## src/rtl/intdiv_pkg.sv

```systemverilog
// Shared definitions for the intdiv on-the-fly quotient converter:
// SD2 digit encodings, converter states and the digit-counter width helper.
package intdiv_pkg;

    localparam logic [1:0] NEG1   = 2'b11;
    localparam logic [1:0] ZERO   = 2'b00;
    localparam logic [1:0] POS1_1 = 2'b01;
    localparam logic [1:0] POS1_2 = 2'b10;

    typedef enum logic [1:0] {
        IDLE = 2'd0,
        RUN  = 2'd1,
        DONE = 2'd2
    } state_t;

    // Counter must hold 0..n inclusive; keep at least one bit for tiny n.
    function automatic int cnt_width(input int n);
        return (n + 1 <= 2) ? 1 : $clog2(n + 1);
    endfunction

endpackage

```

## src/rtl/intdiv_otf_conv_if.sv

```systemverilog
// Digit-in / quotient-out handshake bundle between the divider, the
// on-the-fly converter and the quotient consumer.
interface intdiv_otf_conv_if #(
    parameter int N = 4
);
    logic       start;
    logic       d_valid;
    logic       d_ready;
    logic [1:0] d;
    logic       q_valid;
    logic       q_ready;
    logic [N:0] q;
    logic [N:0] qm;
    logic       busy;

    modport master (
        output start, d_valid, d, q_ready,
        input  d_ready, q_valid, q, qm, busy
    );

    modport slave (
        input  start, d_valid, d, q_ready,
        output d_ready, q_valid, q, qm, busy
    );
endinterface

```

## src/rtl/intdiv_otf_step.sv

```systemverilog
// Combinational single-digit on-the-fly update of the (Q, QM) pair:
// each result is a one-bit left shift of Q or QM with a new low bit.
module intdiv_otf_step
    import intdiv_pkg::*;
#(
    parameter int W = 5
) (
    input  logic [W-1:0] q,
    input  logic [W-1:0] qm,
    input  logic [1:0]   d,
    output logic [W-1:0] q_next,
    output logic [W-1:0] qm_next
);

    logic neg;
    logic zero;
    logic pos;

    assign neg  = (d == NEG1);
    assign zero = (d == ZERO);
    // Both 2'b01 and 2'b10 decode to +1.
    assign pos  = !neg && !zero;

    // +1: Q'=2Q+1, QM'=2Q;  0: Q'=2Q, QM'=2QM+1;  -1: Q'=2QM+1, QM'=2QM.
    assign q_next[0]  = pos || neg;
    assign qm_next[0] = zero;

    generate
        for (genvar gi = 1; gi < W; gi++) begin : g_shift
            assign q_next[gi]  = neg ? qm[gi-1] : q[gi-1];
            assign qm_next[gi] = pos ? q[gi-1]  : qm[gi-1];
        end
    endgenerate

endmodule

```

## src/rtl/intdiv_otf_conv.sv

```systemverilog
// Sequential SD2-to-two's-complement on-the-fly converter: accepts N digits
// MSD first, keeps Q and QM=Q-1 registered and presents both on a handshake.
module intdiv_otf_conv
    import intdiv_pkg::*;
#(
    parameter int N = 4
) (
    input  logic             clk,
    input  logic             rst_n,
    intdiv_otf_conv_if.slave bus
);

    localparam int              W    = N + 1;
    localparam int              CW   = cnt_width(N);
    localparam logic [CW-1:0]   LAST = CW'(N - 1);

    state_t         state_reg;
    state_t         state_next;
    logic [W-1:0]   q_reg;
    logic [W-1:0]   q_next;
    logic [W-1:0]   qm_reg;
    logic [W-1:0]   qm_next;
    logic [CW-1:0]  cnt_reg;
    logic [CW-1:0]  cnt_next;

    logic [W-1:0]   q_step;
    logic [W-1:0]   qm_step;

    intdiv_otf_step #(
        .W (W)
    ) u_step (
        .q       (q_reg),
        .qm      (qm_reg),
        .d       (bus.d),
        .q_next  (q_step),
        .qm_next (qm_step)
    );

    always_ff @(posedge clk) begin
        if (!rst_n) begin
            state_reg <= IDLE;
            q_reg     <= '0;
            qm_reg    <= '1;
            cnt_reg   <= '0;
        end else begin
            state_reg <= state_next;
            q_reg     <= q_next;
            qm_reg    <= qm_next;
            cnt_reg   <= cnt_next;
        end
    end

    always_comb begin
        state_next = state_reg;
        q_next     = q_reg;
        qm_next    = qm_reg;
        cnt_next   = cnt_reg;

        case (state_reg)
            IDLE: begin
                // Result of the previous conversion stays visible until reload.
                if (bus.start) begin
                    q_next     = '0;
                    qm_next    = '1;
                    cnt_next   = '0;
                    state_next = RUN;
                end
            end
            RUN: begin
                if (bus.d_valid) begin
                    q_next   = q_step;
                    qm_next  = qm_step;
                    cnt_next = cnt_reg + CW'(1);
                    if (cnt_reg == LAST) begin
                        state_next = DONE;
                    end
                end
            end
            DONE: begin
                if (bus.q_ready) begin
                    state_next = IDLE;
                end
            end
            default: begin
                state_next = IDLE;
            end
        endcase
    end

    assign bus.d_ready = (state_reg == RUN);
    assign bus.q_valid = (state_reg == DONE);
    assign bus.busy    = (state_reg != IDLE);
    assign bus.q       = q_reg;
    assign bus.qm      = qm_reg;

endmodule

```

## src/flat_wrapper.sv

```systemverilog
// flat-port wrapper written by rule: the top's interface ports become plain ports
module intdiv_otf_conv_flat import intdiv_pkg::*;
#(
    parameter int N = 4
)
  (clk, rst_n, bus_start, bus_d_valid, bus_d, bus_q_ready, bus_d_ready, bus_q_valid, bus_q, bus_qm, bus_busy);
  intdiv_otf_conv_if #(.N(N)) bus_i ();
  input  logic clk;
  input  logic rst_n;
  input wire logic [$bits(bus_i.start)-1:0] bus_start;
  input wire logic [$bits(bus_i.d_valid)-1:0] bus_d_valid;
  input wire logic [$bits(bus_i.d)-1:0] bus_d;
  input wire logic [$bits(bus_i.q_ready)-1:0] bus_q_ready;
  output wire logic [$bits(bus_i.d_ready)-1:0] bus_d_ready;
  output wire logic [$bits(bus_i.q_valid)-1:0] bus_q_valid;
  output wire logic [$bits(bus_i.q)-1:0] bus_q;
  output wire logic [$bits(bus_i.qm)-1:0] bus_qm;
  output wire logic [$bits(bus_i.busy)-1:0] bus_busy;
  assign bus_i.start = bus_start;
  assign bus_i.d_valid = bus_d_valid;
  assign bus_i.d = bus_d;
  assign bus_i.q_ready = bus_q_ready;
  assign bus_d_ready = bus_i.d_ready;
  assign bus_q_valid = bus_i.q_valid;
  assign bus_q = bus_i.q;
  assign bus_qm = bus_i.qm;
  assign bus_busy = bus_i.busy;
  intdiv_otf_conv #(.N(N)) u_core (.clk(clk), .rst_n(rst_n), .bus(bus_i));
endmodule
```

## config.mk

```make
export PLATFORM = sky130hd
export DESIGN_NAME = intdiv_otf_conv_flat
export DESIGN_NICKNAME = d
export VERILOG_FILES = /design/src/rtl/intdiv_pkg.sv /design/src/rtl/intdiv_otf_conv_if.sv /design/src/rtl/intdiv_otf_step.sv /design/src/rtl/intdiv_otf_conv.sv /design/src/flat_wrapper.sv
export SDC_FILE = /design/constraint.sdc
export NUM_CORES = 1
export LEC_CHECK = 0
export BUFFER_PORTS_ARGS = -buffer_cell sky130_fd_sc_hd__buf_2
export CAP_MARGIN = 10
export CORE_MARGIN = 3
export CORE_UTILIZATION = 50
export DETAILED_ROUTE_END_ITERATION = 6
export PLACE_DENSITY = 0.74
export SLEW_MARGIN = 25
export SYNTH_ARGS = -nofsm -noshare
export SYNTH_HDL_FRONTEND = slang
export SYNTH_SLANG_ARGS = --single-unit
```

## constraint.sdc

```tcl
create_clock -name clk -period 1.3 [get_ports clk]
set_input_delay 0.065 -clock clk [delete_from_list [all_inputs] [get_ports clk]]
set_output_delay 0.065 -clock clk [all_outputs]
set_load 0.005 [all_outputs]
```

==> flow_results.xml <==
<?xml version="1.0" encoding="UTF-8"?>
<metrics>
  <group name="power_and_ir_drop">
    <metric name="switching_share" unit="">0.264</metric>
    <metric name="p_switching" unit="uW">240</metric>
    <metric name="power.ir.vdd_worst" unit="mV">0.691</metric>
    <metric name="power.leakage" unit="nW">0.433</metric>
    <metric name="pwr-share-comb" unit="">0.170</metric>
    <metric name="power.share.clock" unit="">0.292</metric>
    <metric name="powerDensity" unit="nW/um^2">972</metric>
    <metric name="power_frac_seq" unit="">0.538</metric>
    <metric name="internal-power" unit="uW">669</metric>
    <metric name="p_total" unit="uW">909</metric>
  </group>
  <group name="timing">
    <metric name="timing.final.crit_period" unit="ns">1.19</metric>
    <metric name="fin_crit_sh" unit="">0.916</metric>
    <metric name="relSlewSlack" unit="">0.838</metric>
    <metric name="finalHoldViolations" unit="">0</metric>
    <metric name="timing.fmax" unit="MHz">840</metric>
    <metric name="timing.final.setup_violations" unit="">0</metric>
    <metric name="setup_slack" unit="ns">0.109</metric>
    <metric name="grt_setup_unrepaired" unit="">no</metric>
    <metric name="finalMaxSlewViolations" unit="">0</metric>
    <metric name="worst_clock_skew" unit="ns">0.00494</metric>
    <metric name="worst_slew_pin_slew" unit="ns">0.239</metric>
  </group>
  <group name="critical_path">
    <metric name="critPathLaunchType" unit="">flip-flop</metric>
    <metric name="cp.buffers_inverters" unit="">1</metric>
    <metric name="crit_type" unit="">reg -&gt; reg</metric>
    <metric name="crit_family" unit="">flip-flops</metric>
    <metric name="cp_data_required_time" unit="ns">1.48</metric>
    <metric name="arrival_time_of_data_at_the_critical_path_endpoint" unit="ns">1.37</metric>
    <metric name="critical_path.cell_chain" unit="">mux2i_1 -&gt; buf_4 -&gt; nor4_1 -&gt; a31o_1</metric>
    <metric name="timing.critical_path.fanout_max" unit="">10</metric>
    <metric name="crit_path_end_kind" unit="">flip-flop</metric>
    <metric name="worst_path_max_delay_cell" unit="">sky130_fd_sc_hd__dfxtp_1</metric>
    <metric name="max_stage_delay" unit="ns">0.38</metric>
  </group>
  <group name="grt">
    <metric name="gr-total-overflow" unit="">0</metric>
    <metric name="track_usage" unit="">0.181</metric>
    <metric name="antenna_found_initial" unit="">0</metric>
    <metric name="grt_pass1_wl" unit="mm">2.77</metric>
    <metric name="grt_pass1_vias" unit="">581</metric>
    <metric name="largest_net_degree_at_the_start_of_global_routing" unit="">17</metric>
  </group>
  <group name="final_layout">
    <metric name="final_net_count" unit="">112</metric>
    <metric name="num_antenna_cells" unit="">0</metric>
    <metric name="post-route-cell-area" unit="um^2">935</metric>
    <metric name="finish.cell_count_without_fillers" unit="">115</metric>
    <metric name="layout-drive-gt1-share" unit="">0.370</metric>
    <metric name="post-route-util" unit="">0.668</metric>
    <metric name="synthToLayoutAreaGrowth" unit="%">16.7</metric>
  </group>
  <group name="drt">
    <metric name="post_drt_antenna_nets" unit="">0</metric>
    <metric name="detail_route.drc_violations" unit="">0</metric>
    <metric name="dr.pass1.iters" unit="">4</metric>
    <metric name="detail_route.vias_per_cell" unit="">5.88</metric>
    <metric name="dr.first_iter.drc_count" unit="">14</metric>
    <metric name="detailroute.via_count" unit="">676</metric>
    <metric name="drt_wl_total" unit="mm">1.65</metric>
    <metric name="wl_per_cell" unit="um">14.4</metric>
  </group>
  <group name="floorplanning">
    <metric name="row_count" unit="">13</metric>
    <metric name="die_area" unit="um^2">2120</metric>
    <metric name="design.core.area" unit="um^2">1400</metric>
    <metric name="initial_core_util" unit="">0.572</metric>
    <metric name="pin_count" unit="">20</metric>
    <metric name="die_y" unit="um">46.0</metric>
    <metric name="floorplan.die.width" unit="um">46.0</metric>
  </group>
  <group name="synthesis">
    <metric name="postSynthCellCount" unit="">80</metric>
    <metric name="syn-cell-area" unit="um^2">801</metric>
    <metric name="synth.yosys.seq_area_share" unit="">0.375</metric>
    <metric name="parity_gate_share_of_the_synthesized_area_counting_xor_and_xnor_cells" unit="">0</metric>
    <metric name="synth_fp_nets" unit="">91</metric>
    <metric name="synth_simple_gate_area_share" unit="">0.131</metric>
    <metric name="synth.ff_latch_count" unit="">15</metric>
    <metric name="yosys-mux-area-fraction" unit="">0.119</metric>
    <metric name="combinational_family_with_the_most_area_after_synthesis" unit="">compound AO/OA/AOI/OAI gates</metric>
    <metric name="synth-compound-area-share" unit="">0.209</metric>
    <metric name="yosysUniqueCellTypes" unit="">25</metric>
    <metric name="synth-adder-area-share" unit="">0.0625</metric>
    <metric name="synth.avg_cell_area" unit="um^2">10.0</metric>
    <metric name="yosys_warnings" unit="">0</metric>
  </group>
  <group name="cts">
    <metric name="cts_repair_resize_count" unit="">0</metric>
    <metric name="clock_tree_from_tritoncts" unit="">yes</metric>
    <metric name="clockRootBuffer" unit="">sky130_fd_sc_hd__clkbuf_4</metric>
    <metric name="cts_htree_levels" unit="">1</metric>
    <metric name="cts_made_buffers" unit="">3</metric>
    <metric name="post-cts-setup-buffer-count" unit="">0</metric>
    <metric name="holdBufCountCts" unit="">0</metric>
    <metric name="clk_path_buf_depth" unit="">2</metric>
    <metric name="clock_latency_on_the_worst_skew_pair" unit="ns">0.28</metric>
    <metric name="clkSinkCount" unit="">15</metric>
    <metric name="clock_edge_transition_at_the_registers_on_the_reported_setup_and_hold_paths" unit="ns">0.09</metric>
  </group>
  <group name="place">
    <metric name="dp_worst_setup_slack" unit="ns">-0.00919</metric>
    <metric name="gp_routability_congestion" unit="">0.765</metric>
    <metric name="dpl.hpwl" unit="mm">1.17</metric>
    <metric name="placement.cell_area" unit="um^2">903</metric>
    <metric name="placed_cells_incl_taps" unit="">111</metric>
    <metric name="placement.io_buffers" unit="">19</metric>
  </group>
  <group name="run">
    <metric name="maxCapViolations" unit="">0</metric>
  </group>
  <group name="worst_hold_path">
    <metric name="hold_class" unit="">in -&gt; reg</metric>
  </group>
  <group name="outcome">
    <metric name="run_status" unit="">finished, final reports clean</metric>
  </group>
</metrics>
[kinds of logic (layout without fill, tap and decap cells)]
family,count (synthesis),in the layout
AO/OA/AOI/OAI,20,20
buffers and inverters,17,37
flip-flops,15,15
AND/OR/NAND/NOR,15,15
multiplexers,9,9
adder cells (fa/ha/maj),4,4
[power by group through the flow]
| stage | sequential (mW) | clock (mW) | combinational, mW |
|---|---|---|---|
| 5_1_grt | 0.492 | 0.303 | 0.170 |
| 3_3_place_gp | 0.500 | 0 | 0.150 |
| 6_report | 0.489 | 0.266 | 0.154 |
| 3_5_place_dp | 0.500 | 0 | 0.153 |
| 4_1_cts | 0.489 | 0.277 | 0.153 |
| 2_1_floorplan | 0.497 | 0 | 0.111 |
[through the flow]
stage	setup TNS [ns]	hold slack [ns]
after detailed placement	-0.00919	0.326
after global routing	0	0.0280
after global placement	0	0.323
after floorplan	0	0.173
after CTS	0	0.0173
final	0	0.0255
[routing by layer]
metal  track usage  wire length [um]  vias to the layer above
met4        0.0511                13                        0
met2         0.275               698                       23
met1         0.243               824                      310
li1              -                 -                      341
met3        0.0593               116                        2
met5             0                 0                        -
[final timing paths]
kind                            depth (start not counted)  slack (ns)             endpoint                start
worst max register to register                          4        0.11      u_core.bus.q[4]  u_core.state_reg[0]
worst min register to register                          2        0.48     u_core.bus.qm[4]     u_core.bus.qm[4]
worst max-delay path                                    4        0.11      u_core.bus.q[4]  u_core.state_reg[0]
worst min-delay path                                    2        0.03  u_core.state_reg[0]          bus_d_valid
[worst reg2reg max path, stage by stage (launching register included)]
cell and delay, ns:
sky130_fd_sc_hd__dfxtp_1 0.38, sky130_fd_sc_hd__mux2i_1 0.25, sky130_fd_sc_hd__buf_4 0.21, sky130_fd_sc_hd__nor4_1 0.07
sky130_fd_sc_hd__a31o_1 0.18
[synthesized netlist by cell type]
| cell type | instances | area, um^2 |
|---|---|---|
| sky130_fd_sc_hd__a31o_1 | 4 | 35.0 |
| sky130_fd_sc_hd__a31oi_1 | 6 | 37.5 |
| sky130_fd_sc_hd__and2_1 | 1 | 6.26 |
| sky130_fd_sc_hd__and4b_1 | 1 | 10.0 |
| sky130_fd_sc_hd__buf_1 | 1 | 3.75 |
| sky130_fd_sc_hd__buf_2 | 3 | 15.0 |
| sky130_fd_sc_hd__buf_6 | 2 | 22.5 |
| sky130_fd_sc_hd__clkbuf_1 | 2 | 7.51 |
| sky130_fd_sc_hd__dfxtp_1 | 15 | 300 |
| sky130_fd_sc_hd__ha_1 | 4 | 50.1 |
| sky130_fd_sc_hd__inv_1 | 9 | 33.8 |
| sky130_fd_sc_hd__mux2_2 | 4 | 45.0 |
| sky130_fd_sc_hd__mux2i_1 | 5 | 50.1 |
| sky130_fd_sc_hd__nand3b_1 | 1 | 7.51 |
| sky130_fd_sc_hd__nand4b_1 | 1 | 8.76 |
| sky130_fd_sc_hd__nor2_1 | 1 | 3.75 |
| sky130_fd_sc_hd__nor2b_1 | 1 | 6.26 |
| sky130_fd_sc_hd__nor3b_1 | 1 | 7.51 |
| sky130_fd_sc_hd__nor4_1 | 5 | 31.3 |
| sky130_fd_sc_hd__nor4b_1 | 1 | 8.76 |
| sky130_fd_sc_hd__o211ai_1 | 5 | 37.5 |
| sky130_fd_sc_hd__o31ai_1 | 1 | 7.51 |
| sky130_fd_sc_hd__o31ai_2 | 4 | 50.1 |
| sky130_fd_sc_hd__or2_1 | 1 | 6.26 |
| sky130_fd_sc_hd__or2_4 | 1 | 8.76 |
[cell type report]
class	count	area (um^2)
Fill cell	112	464
Multi-Input combinational cell	48	423
Sequential cell	15	300
Timing Repair Buffer	24	133
Inverter	9	33.8
Clock buffer	4	26.3
Tap cell	15	18.8
[cells in the final DEF (no fill, tap or decap), drive strengths merged]
cell type,count
nand3b,1
nor2,1
mux2,4
nor3b,1
ha,4
nor4b,1
inv,9
mux2i,5
buf,24
and2,1
a31oi,6
or2,2
o31ai,5
nand4b,1
a31o,4
and4b,1
nor4,5
nor2b,1
dfxtp,15
o211ai,5
clkbuf,4
Power figures use the tool's default switching activity.
